==> src/rtl/jump_game_ctrl.sv <==
// Jump-game engine: player physics, map scroll, platform collision, score and game FSM.
// Optional build macro JUMP_GAME_BLINK_EN adds a blinking, full-row player marker in OVER.
module jump_game_ctrl #(
    parameter int unsigned N          = 8,
    parameter int unsigned MAP_AW     = 6,
    parameter int unsigned JUMP_H     = 3,
    parameter int unsigned SCROLL_ROW = 4,
    parameter int unsigned SCORE_W    = 8
) (
    input  logic                   clk,
    input  logic                   rst,
    input  logic                   tick,
    input  logic                   start,
    input  logic                   key_left,
    input  logic                   key_right,
    input  logic [$clog2(N)-1:0]   scan_idx,
    output logic [MAP_AW-1:0]      disp_addr,
    input  logic [N-1:0]           disp_data,
    output logic [MAP_AW-1:0]      probe_addr,
    input  logic [N-1:0]           probe_data,
    output logic [N-1:0]           green_row,
    output logic [N-1:0]           red_row,
    output logic [1:0]             state,
    output logic [SCORE_W-1:0]     score,
    output logic [MAP_AW-1:0]      map_offset,
    output logic [$clog2(N)-1:0]   player_x,
    output logic [$clog2(N)-1:0]   player_y
);

    localparam int unsigned XW = $clog2(N);
    localparam int unsigned RW = 4;

    localparam logic [1:0] S_IDLE = 2'd0;
    localparam logic [1:0] S_PLAY = 2'd1;
    localparam logic [1:0] S_OVER = 2'd2;

    localparam logic [XW-1:0] X_INIT    = XW'(N / 2);
    localparam logic [XW-1:0] SCROLL_Y  = XW'(SCROLL_ROW);
    localparam logic [RW-1:0] RISE_INIT = RW'(JUMP_H);

    logic [1:0]         r_state, w_state_nxt;
    logic [XW-1:0]      r_px, w_px_nxt;
    logic [XW-1:0]      r_py, w_py_nxt;
    logic [RW-1:0]      r_rise, w_rise_nxt;
    logic [MAP_AW-1:0]  r_off, w_off_nxt;
    logic [SCORE_W-1:0] r_score, w_score_nxt;
    logic [N-1:0]       w_onehot;
`ifdef JUMP_GAME_BLINK_EN
    logic [1:0]         r_blink, w_blink_nxt;
`endif

    // State and datapath registers
    always_ff @(posedge clk) begin
        if (rst) begin
            r_state <= S_IDLE;
            r_px    <= X_INIT;
            r_py    <= '0;
            r_rise  <= RISE_INIT;
            r_off   <= '0;
            r_score <= '0;
`ifdef JUMP_GAME_BLINK_EN
            r_blink <= '0;
`endif
        end else begin
            r_state <= w_state_nxt;
            r_px    <= w_px_nxt;
            r_py    <= w_py_nxt;
            r_rise  <= w_rise_nxt;
            r_off   <= w_off_nxt;
            r_score <= w_score_nxt;
`ifdef JUMP_GAME_BLINK_EN
            r_blink <= w_blink_nxt;
`endif
        end
    end

    // Next-state and game-step logic; all decisions use pre-tick values
    always_comb begin
        w_state_nxt = r_state;
        w_px_nxt    = r_px;
        w_py_nxt    = r_py;
        w_rise_nxt  = r_rise;
        w_off_nxt   = r_off;
        w_score_nxt = r_score;
`ifdef JUMP_GAME_BLINK_EN
        w_blink_nxt = r_blink;
`endif
        case (r_state)
            S_IDLE, S_OVER: begin
                if (start) begin
                    w_state_nxt = S_PLAY;
                    w_px_nxt    = X_INIT;
                    w_py_nxt    = '0;
                    w_rise_nxt  = RISE_INIT;
                    w_off_nxt   = '0;
                    w_score_nxt = '0;
`ifdef JUMP_GAME_BLINK_EN
                    w_blink_nxt = '0;
                end else if (r_state == S_OVER && tick) begin
                    w_blink_nxt = r_blink + 2'd1;
`endif
                end
            end
            S_PLAY: begin
                if (tick) begin
                    // N is a power of two, so plain add/subtract wraps the column
                    if (key_left && !key_right) begin
                        w_px_nxt = r_px - XW'(1);
                    end else if (key_right && !key_left) begin
                        w_px_nxt = r_px + XW'(1);
                    end

                    if (r_rise != '0) begin
                        w_rise_nxt = r_rise - RW'(1);
                        if (r_py < SCROLL_Y) begin
                            w_py_nxt = r_py + XW'(1);
                        end else begin
                            w_off_nxt = r_off + MAP_AW'(1);
                            if (r_score != '1) begin
                                w_score_nxt = r_score + SCORE_W'(1);
                            end
                        end
                    end else if (probe_data[r_px]) begin
                        w_rise_nxt = RISE_INIT;
                    end else if (r_py == '0) begin
                        w_state_nxt = S_OVER;
                        w_px_nxt    = r_px;
`ifdef JUMP_GAME_BLINK_EN
                        w_blink_nxt = '0;
`endif
                    end else begin
                        w_py_nxt = r_py - XW'(1);
                    end
                end
            end
            default: begin
                w_state_nxt = S_IDLE;
            end
        endcase
    end

    assign w_onehot = N'(1) << r_px;

    // Player pixel overlay for the row currently being scanned
    always_comb begin
        red_row = '0;
        if (r_state != S_IDLE && scan_idx == r_py) begin
`ifdef JUMP_GAME_BLINK_EN
            red_row = (r_state == S_OVER) ? '1 : w_onehot;
            if (r_blink[1]) begin
                red_row = '0;
            end
`else
            red_row = w_onehot;
`endif
        end
    end

    assign disp_addr  = r_off + MAP_AW'(scan_idx);
    assign probe_addr = r_off + MAP_AW'(r_py);
    assign green_row  = disp_data;

    assign state      = r_state;
    assign score      = r_score;
    assign map_offset = r_off;
    assign player_x   = r_px;
    assign player_y   = r_py;

endmodule

==> config.mk <==
export PLATFORM = sky130hd
export DESIGN_NAME = jump_game_ctrl
export DESIGN_NICKNAME = d
export VERILOG_FILES = /design/src/rtl/jump_game_ctrl.sv
export SDC_FILE = /design/constraint.sdc
export NUM_CORES = 1
export LEC_CHECK = 0
export CAP_MARGIN = 20
export CORE_UTILIZATION = 48
export DETAILED_ROUTE_END_ITERATION = 10
export PLACE_DENSITY = 0.86
export SETUP_SLACK_MARGIN = 0.1
export SLEW_MARGIN = 20
export SYNTH_ARGS = -nofsm -noshare
export SYNTH_HDL_FRONTEND = slang
export SYNTH_SLANG_ARGS = --single-unit
==> constraint.sdc <==
create_clock -name clk -period 6.89 [get_ports clk]
set_input_delay 1.378 -clock clk [delete_from_list [all_inputs] [get_ports clk]]
set_output_delay 1.378 -clock clk [all_outputs]
set_load 0.02 [all_outputs]
==> flow_summary_export.csv, run 1 <==
group,metric,value,unit
cts,clk_pin_slew,0.09,ns
final_layout,seq_area,520,um2
yosys,ys_dominant_reg_cell,"dfxtp_1",
final_layout,multi_input_area,1310,um2
worst_setup_path,path_common_cell,"clkdlybuf4s50_1",
sta,drv_slew,0,
yosys,synth_edf_count,0,
sta,rsz0062_at_grt,"false",
yosys,syn-num-nets,282,
sta,finalSetupViolCount,0,
sta,relSlewSlack,0.577,
yosys,ys_types,52,
floorplan,rows,23,
routing,drc,0,
routing,drtAntennaViolNets,0,
routing,vias,1823,
place,gp_congestion,0.843,
floorplan,fp.dieH,66.5,um
routing,drt-vias-per-instance,5.43,
routing,drtIter0Drc,134,
sta,tightest_slew,0.632,ns
sta,hold_ws,0.512,ns
worst_setup_path,critPathTopFamily,"buffers and inverters",
final_layout,antenna_cells,0,
yosys,postSynthCellCount,241,
global_route,grt.total_usage,0.216,
global_route,grt_pass1_vias,1728,
sta,clock.fmax,207,MHz
final_layout,utilization,0.647,
yosys,synth_area_leader_cell,"dfxtp_1",
cts,insertion_delay,0.27,ns
yosys,netlist_top_cells_area,"dfxtp_1 (26%), ha_1 (7.5%), nor2_1 (6.2%)",
sta,layout_min_cycle_time,4.84,ns
status,status,"finished clean",
cts,ctsResizeCount,0,
pwr,ir_drop,130,uV
cts,numCtsBuffers,3,
yosys,seq_area_frac_synth,0.260,
yosys,ys_ff_latch,26,
routing,wl_met1,2.08,mm
pwr,power_density,130,nW/um2
worst_setup_path,critPathSlowestCell,"clkdlybuf4s50_1",
worst_setup_path,crit_path_max_fanout,3,
final_layout,layout-drive-gt1-share,0.0490,
cts,h-tree-depth,1,
routing,wl,4.50,mm
worst_setup_path,path_cells,"clkdlybuf4s50_1 > ha_1 > a21o_1 > a21oi_1 > nor2_1 > xor2_1 > clkdlybuf4s50_1",
cts,cts_sinks,26,
sta,fin_worst_skew,0.00298,ns
worst_setup_path,rrSetupSlack,4.54,ns
floorplan,fp.dieW,66.5,um
floorplan,initial_core_util,0.500,
yosys,ys.warnings.count,0,
sta,fin_crit_sh,0.703,
global_route,grt_first_pass_wirelength,7.62,mm
routing,wl_met2,2.20,mm
place,port_buffers,58,
worst_setup_path,crit_type,"in -> out",
place,pre_cts_ws,2.03,ns
routing,drtPass1Iterations,4,
yosys,synthTopCellsByCount,"nor2_1 (33), dfxtp_1 (26), inv_1 (15)",
sta,hold_viol_final,0,
cts,root_buffer,"clkbuf_8",
worst_setup_path,critPathMaxStageDelay,0.61,ns
sta,final.setup.tns,0,ns
worst_setup_path,cp-start-kind,"primary input",
yosys,avgSynthCellArea,8.30,um2
global_route,overflow,0,
yosys,synthArstFlopShare,0,
worst_setup_path,endpoint_kind,"output pin",
yosys,synth_top_area_share,0.260,
cts,cts_hold_buf,0,
place,hpwl,3.35,mm
floorplan,fp.coreArea,4000,um2
global_route,grt_max_degree,19,
floorplan,pin_count,75,
job,drv_cap,0,
pwr,power.total,336,uW
yosys,yosysMostFrequentCell,"nor2_1",
routing,routedWlPerCell,13.4,um
routing,routed.top_layer,"met4",
final_layout,fillCellCount,354,
final_layout,syn2layout_area_growth,29.4,%
worst_hold_path,holdCritPathClass,"reg -> reg",
cts,cts_setup_buffers,0,
worst_setup_path,critPathBufInv,2,
cts,clock_path_buffers,2,
worst_setup_path,cp.arrival,3.46,ns
worst_setup_path,cp.required,5.51,ns
yosys,synthesis.area,2000,um2
floorplan,die-area,4430,um2
pwr,leakage,1.02,nW
routing,met3_length,193,um
sta,setup_slack,2.05,ns
global_route,grt_antenna_before_repair,0,
cts,cts_tree,"done",
final_layout,num-nets-final,328,
## worst paths after layout
check / startpoint / end / depth (start not counted)
max: scan_idx[1] / disp_addr[5] / 7
min reg2reg: r_rise[2] / r_rise[2] / 1
max reg2reg: r_rise[0] / player_y[2] / 7
min: r_rise[2] / r_rise[2] / 1
## metal layers
| metal | track usage | vias to the layer above |
|---|---|---|
| met5 | 0 | - |
| met4 | 0.0293 | 0 |
| met3 | 0.0360 | 2 |
| met2 | 0.384 | 40 |
| met1 | 0.277 | 863 |
| li1 | - | 918 |
## power breakdown
part	internal [mW]	switching [mW]	total (mW)
clock network	0.0512	0.0492	0.100
registers	0.154	0.00828	0.162
logic	0.0341	0.0397	0.0739
total	0.239	0.0972	0.336
## flip-flops by register name, indices dropped and copies added, names as in the netlist
signal,cells
r_rise,4
player_y,3
state,2
score,8
map_offset,6
player_x,3
## per-stage QoR
stage	cell area, um2	cells
floorplan	2000	241
global placement	2530	332
detailed placement	2530	332
CTS	2590	336
global route	2590	336
finish	2590	336
## cells by family (layout without fill, tap and decap cells)
family	after synthesis	after routing	synth area share
adders and majority gates	16	16	0.115
buffers and inverters	33	78	0.0851
AOI/OAI and AO/OA	45	45	0.175
and+or+nand+nor	92	92	0.233
xor gates and xnor gates	22	22	0.0964
DFF	26	26	0.260
muxes	7	7	0.0350
## placed cells by master, fill, tap and decap left out, types with 3 or more instances in the layout
cell type        instances
a211oi_1                 3
clkdlybuf4s50_1         58
xnor2_1                 12
a21o_1                   5
or4_1                    3
nand2b_1                 3
nand3_1                 10
a21oi_1                 12
clkbuf_8                 4
nand2_1                 14
o21ai_0                  9
ha_1                    12
fa_1                     4
inv_1                   15
mux2i_1                  7
dfxtp_1                 26
nor3_1                   9
nor2_1                  33
xor2_1                  10
## cell type report
type | count | share of cell area
Clock buffer | 4 | 0.0213
Inverter | 16 | 0.0232
Multi-Input combinational cell | 182 | 0.506
Sequential cell | 26 | 0.201
Tap cell | 50 | 0.0242
Timing Repair Buffer | 58 | 0.224
(Power assumes the default switching activity.)
==> run 2: changes to the inputs <==
--- a/config.mk
+++ b/config.mk
@@ -6,9 +6,9 @@
 export NUM_CORES = 1
 export LEC_CHECK = 0
 export CAP_MARGIN = 20
-export CORE_UTILIZATION = 48
+export CORE_UTILIZATION = 45
 export DETAILED_ROUTE_END_ITERATION = 10
-export PLACE_DENSITY = 0.86
+export PLACE_DENSITY = 0.81
 export SETUP_SLACK_MARGIN = 0.1
 export SLEW_MARGIN = 20
 export SYNTH_ARGS = -nofsm -noshare
==> constraint.sdc (replaced) <==
create_clock -name clk -period 4.9 [get_ports clk]
set_input_delay 0.98 -clock clk [delete_from_list [all_inputs] [get_ports clk]]
set_output_delay 0.98 -clock clk [all_outputs]
set_load 0.02 [all_outputs]
==> run 2 against run 1 <==
- first-iteration DRC count fell by 14%
- critical path depth did not move
- worst hold slack got worse by 0.020 ns
- cell count did not move
- core utilization fell by 1.9 points
- cell area rose by 0.63%
- clock power rose by 78%
- global-route usage fell by 1.9 points
- largest cell class unchanged
==> flow_summary_export.csv, run 2 (same netlist as run 1, synthesis figures left out) <==
group,metric,value,unit
status,status,"finished clean",
worst_hold_path,hold_depth,2,
sta,drv_slew,0,
cts,numCtsBuffers,3,
routing,routedWlPerCell,13.1,um
worst_setup_path,crit_type,"in -> out",
floorplan,fp.coreArea,4140,um2
routing,wl,4.40,mm
cts,root_buffer,"clkbuf_8",
routing,vias,1791,
place,hpwl,3.42,mm
floorplan,rows,23,
cts,cts_setup_buffers,0,
sta,fin_worst_skew,0.0103,ns
final_layout,layout-drive-gt1-share,0.0490,
worst_setup_path,ff2ff_path_depth,7,
global_route,grt.total_usage,0.198,
final_layout,num-nets-final,328,
pwr,ir_drop,191,uV
job,drv_cap,0,
floorplan,die-area,4710,um2
worst_setup_path,timing.rr.start,"r_rise[0]",
worst_setup_path,rrSetupSlack,2.55,ns
global_route,grt_first_pass_wirelength,7.12,mm
place,pre_cts_ws,0.820,ns
global_route,grt_antenna_before_repair,0,
sta,clock.fmax,246,MHz
cts,clock_path_buffers,2,
routing,drtAntennaViolNets,0,
sta,rsz0062_at_grt,"false",
floorplan,fp.dieW,68.7,um
sta,relSlewSlack,0.575,
sta,finalSetupViolCount,0,
cts,ctsResizeCount,0,
sta,final.setup.tns,0,ns
cts,insertion_delay,0.27,ns
final_layout,antenna_cells,0,
worst_hold_path,holdCritPathClass,"reg -> reg",
cts,cts_hold_buf,0,
pwr,power_density,195,nW/um2
place,gp_congestion,0.792,
final_layout,largest_register_ffs,8,
cts,cts_tree,"done",
sta,layout_min_cycle_time,4.07,ns
cts,clk_pin_slew,0.10,ns
worst_hold_path,whs_endpoint,"r_rise[3]",
final_layout,mostFrequentLayoutCells,"clkdlybuf4s50_1 (58), nor2_1 (33), dfxtp_1 (26)",
worst_setup_path,cp.arrival,3.09,ns
worst_setup_path,r2r-end,"player_y[2]",
sta,tightest_slew,0.636,ns
sta,hold_viol_final,0,
sta,fin_crit_sh,0.830,
place,port_buffers,58,
floorplan,initial_core_util,0.482,
routing,drc,0,
final_layout,final_common_cell,"clkdlybuf4s50_1",
routing,drt-vias-per-instance,5.33,
cts,cts_sinks,26,
worst_setup_path,crit_path_max_fanout,3,
worst_hold_path,min_from,"r_rise[3]",
global_route,grt_max_degree,19,
sta,setup_slack,0.831,ns
global_route,overflow,0,
pwr,leakage,1.02,nW
floorplan,pin_count,75,
routing,drtIter0Drc,115,
final_layout,syn2layout_area_growth,30.2,%
global_route,grt_pass1_vias,1624,
worst_setup_path,endpoint_kind,"output pin",
worst_setup_path,cp-start-kind,"primary input",
worst_setup_path,cp.required,3.92,ns
floorplan,fp.dieH,68.7,um
routing,drtPass1Iterations,4,
cts,h-tree-depth,1,
==> run 2: final cells by class <==
class / count / area [um2]
Multi-Input combinational cell: 182 / 1310
Tap cell: 50 / 62.6
Inverter: 16 / 60.1
Clock buffer: 3 / 41.3
Clock inverter: 1 / 30.0
Sequential cell: 26 / 520
Fill cell: 390 / 1540
Timing Repair Buffer: 58 / 581
==> run 2: worst max path at each step <==
stage	from	to	slack, ns
after floorplan	scan_idx[0]	disp_addr[4]	1.87
after global placement	scan_idx[0]	disp_addr[4]	0.87
after detailed placement	scan_idx[1]	disp_addr[5]	0.82
after CTS	scan_idx[1]	disp_addr[5]	0.82
after global routing	scan_idx[1]	disp_addr[5]	0.69
final	scan_idx[1]	disp_addr[5]	0.83
==> run 2: worst max-delay path: stages <==
cell             delay (ns)
clkdlybuf4s50_1        0.50
ha_1                   0.33
a21o_1                 0.17
a21oi_1                0.23
nor2_1                 0.10
xor2_1                 0.16
clkdlybuf4s50_1        0.62
==> run 2: routing by layer <==
layer / vias up / part of all wire / track usage
li1: 918 / - / -
met1: 836 / 0.48 / 0.255
met2: 35 / 0.48 / 0.343
met3: 2 / 0.035 / 0.0378
met4: 0 / 0.0032 / 0.0313
met5: - / 0 / 0
==> run 2: where the power goes <==
part | total, mW | switching [mW] | internal, mW | leakage, nW
registers | 0.228 | 0.0112 | 0.216 | 0.211
logic | 0.102 | 0.0545 | 0.0477 | 0.776
clock network | 0.178 | 0.0687 | 0.109 | 0.0357
total | 0.508 | 0.134 | 0.373 | 1.02
==> run 2: stage by stage <==
step	area [um2]	hold slack, ns	instances	utilization	power, mW
5_1_grt	2600	0.531	336	0.628	0.532
3_5_place_dp	2530	0.484	332	0.611	0.335
3_3_place_gp	2530	0.465	332	0.611	0.333
2_1_floorplan	2000	0.453	241	-	0.304
6_report	2600	0.493	336	0.628	0.508
4_1_cts	2600	0.497	336	0.628	0.514
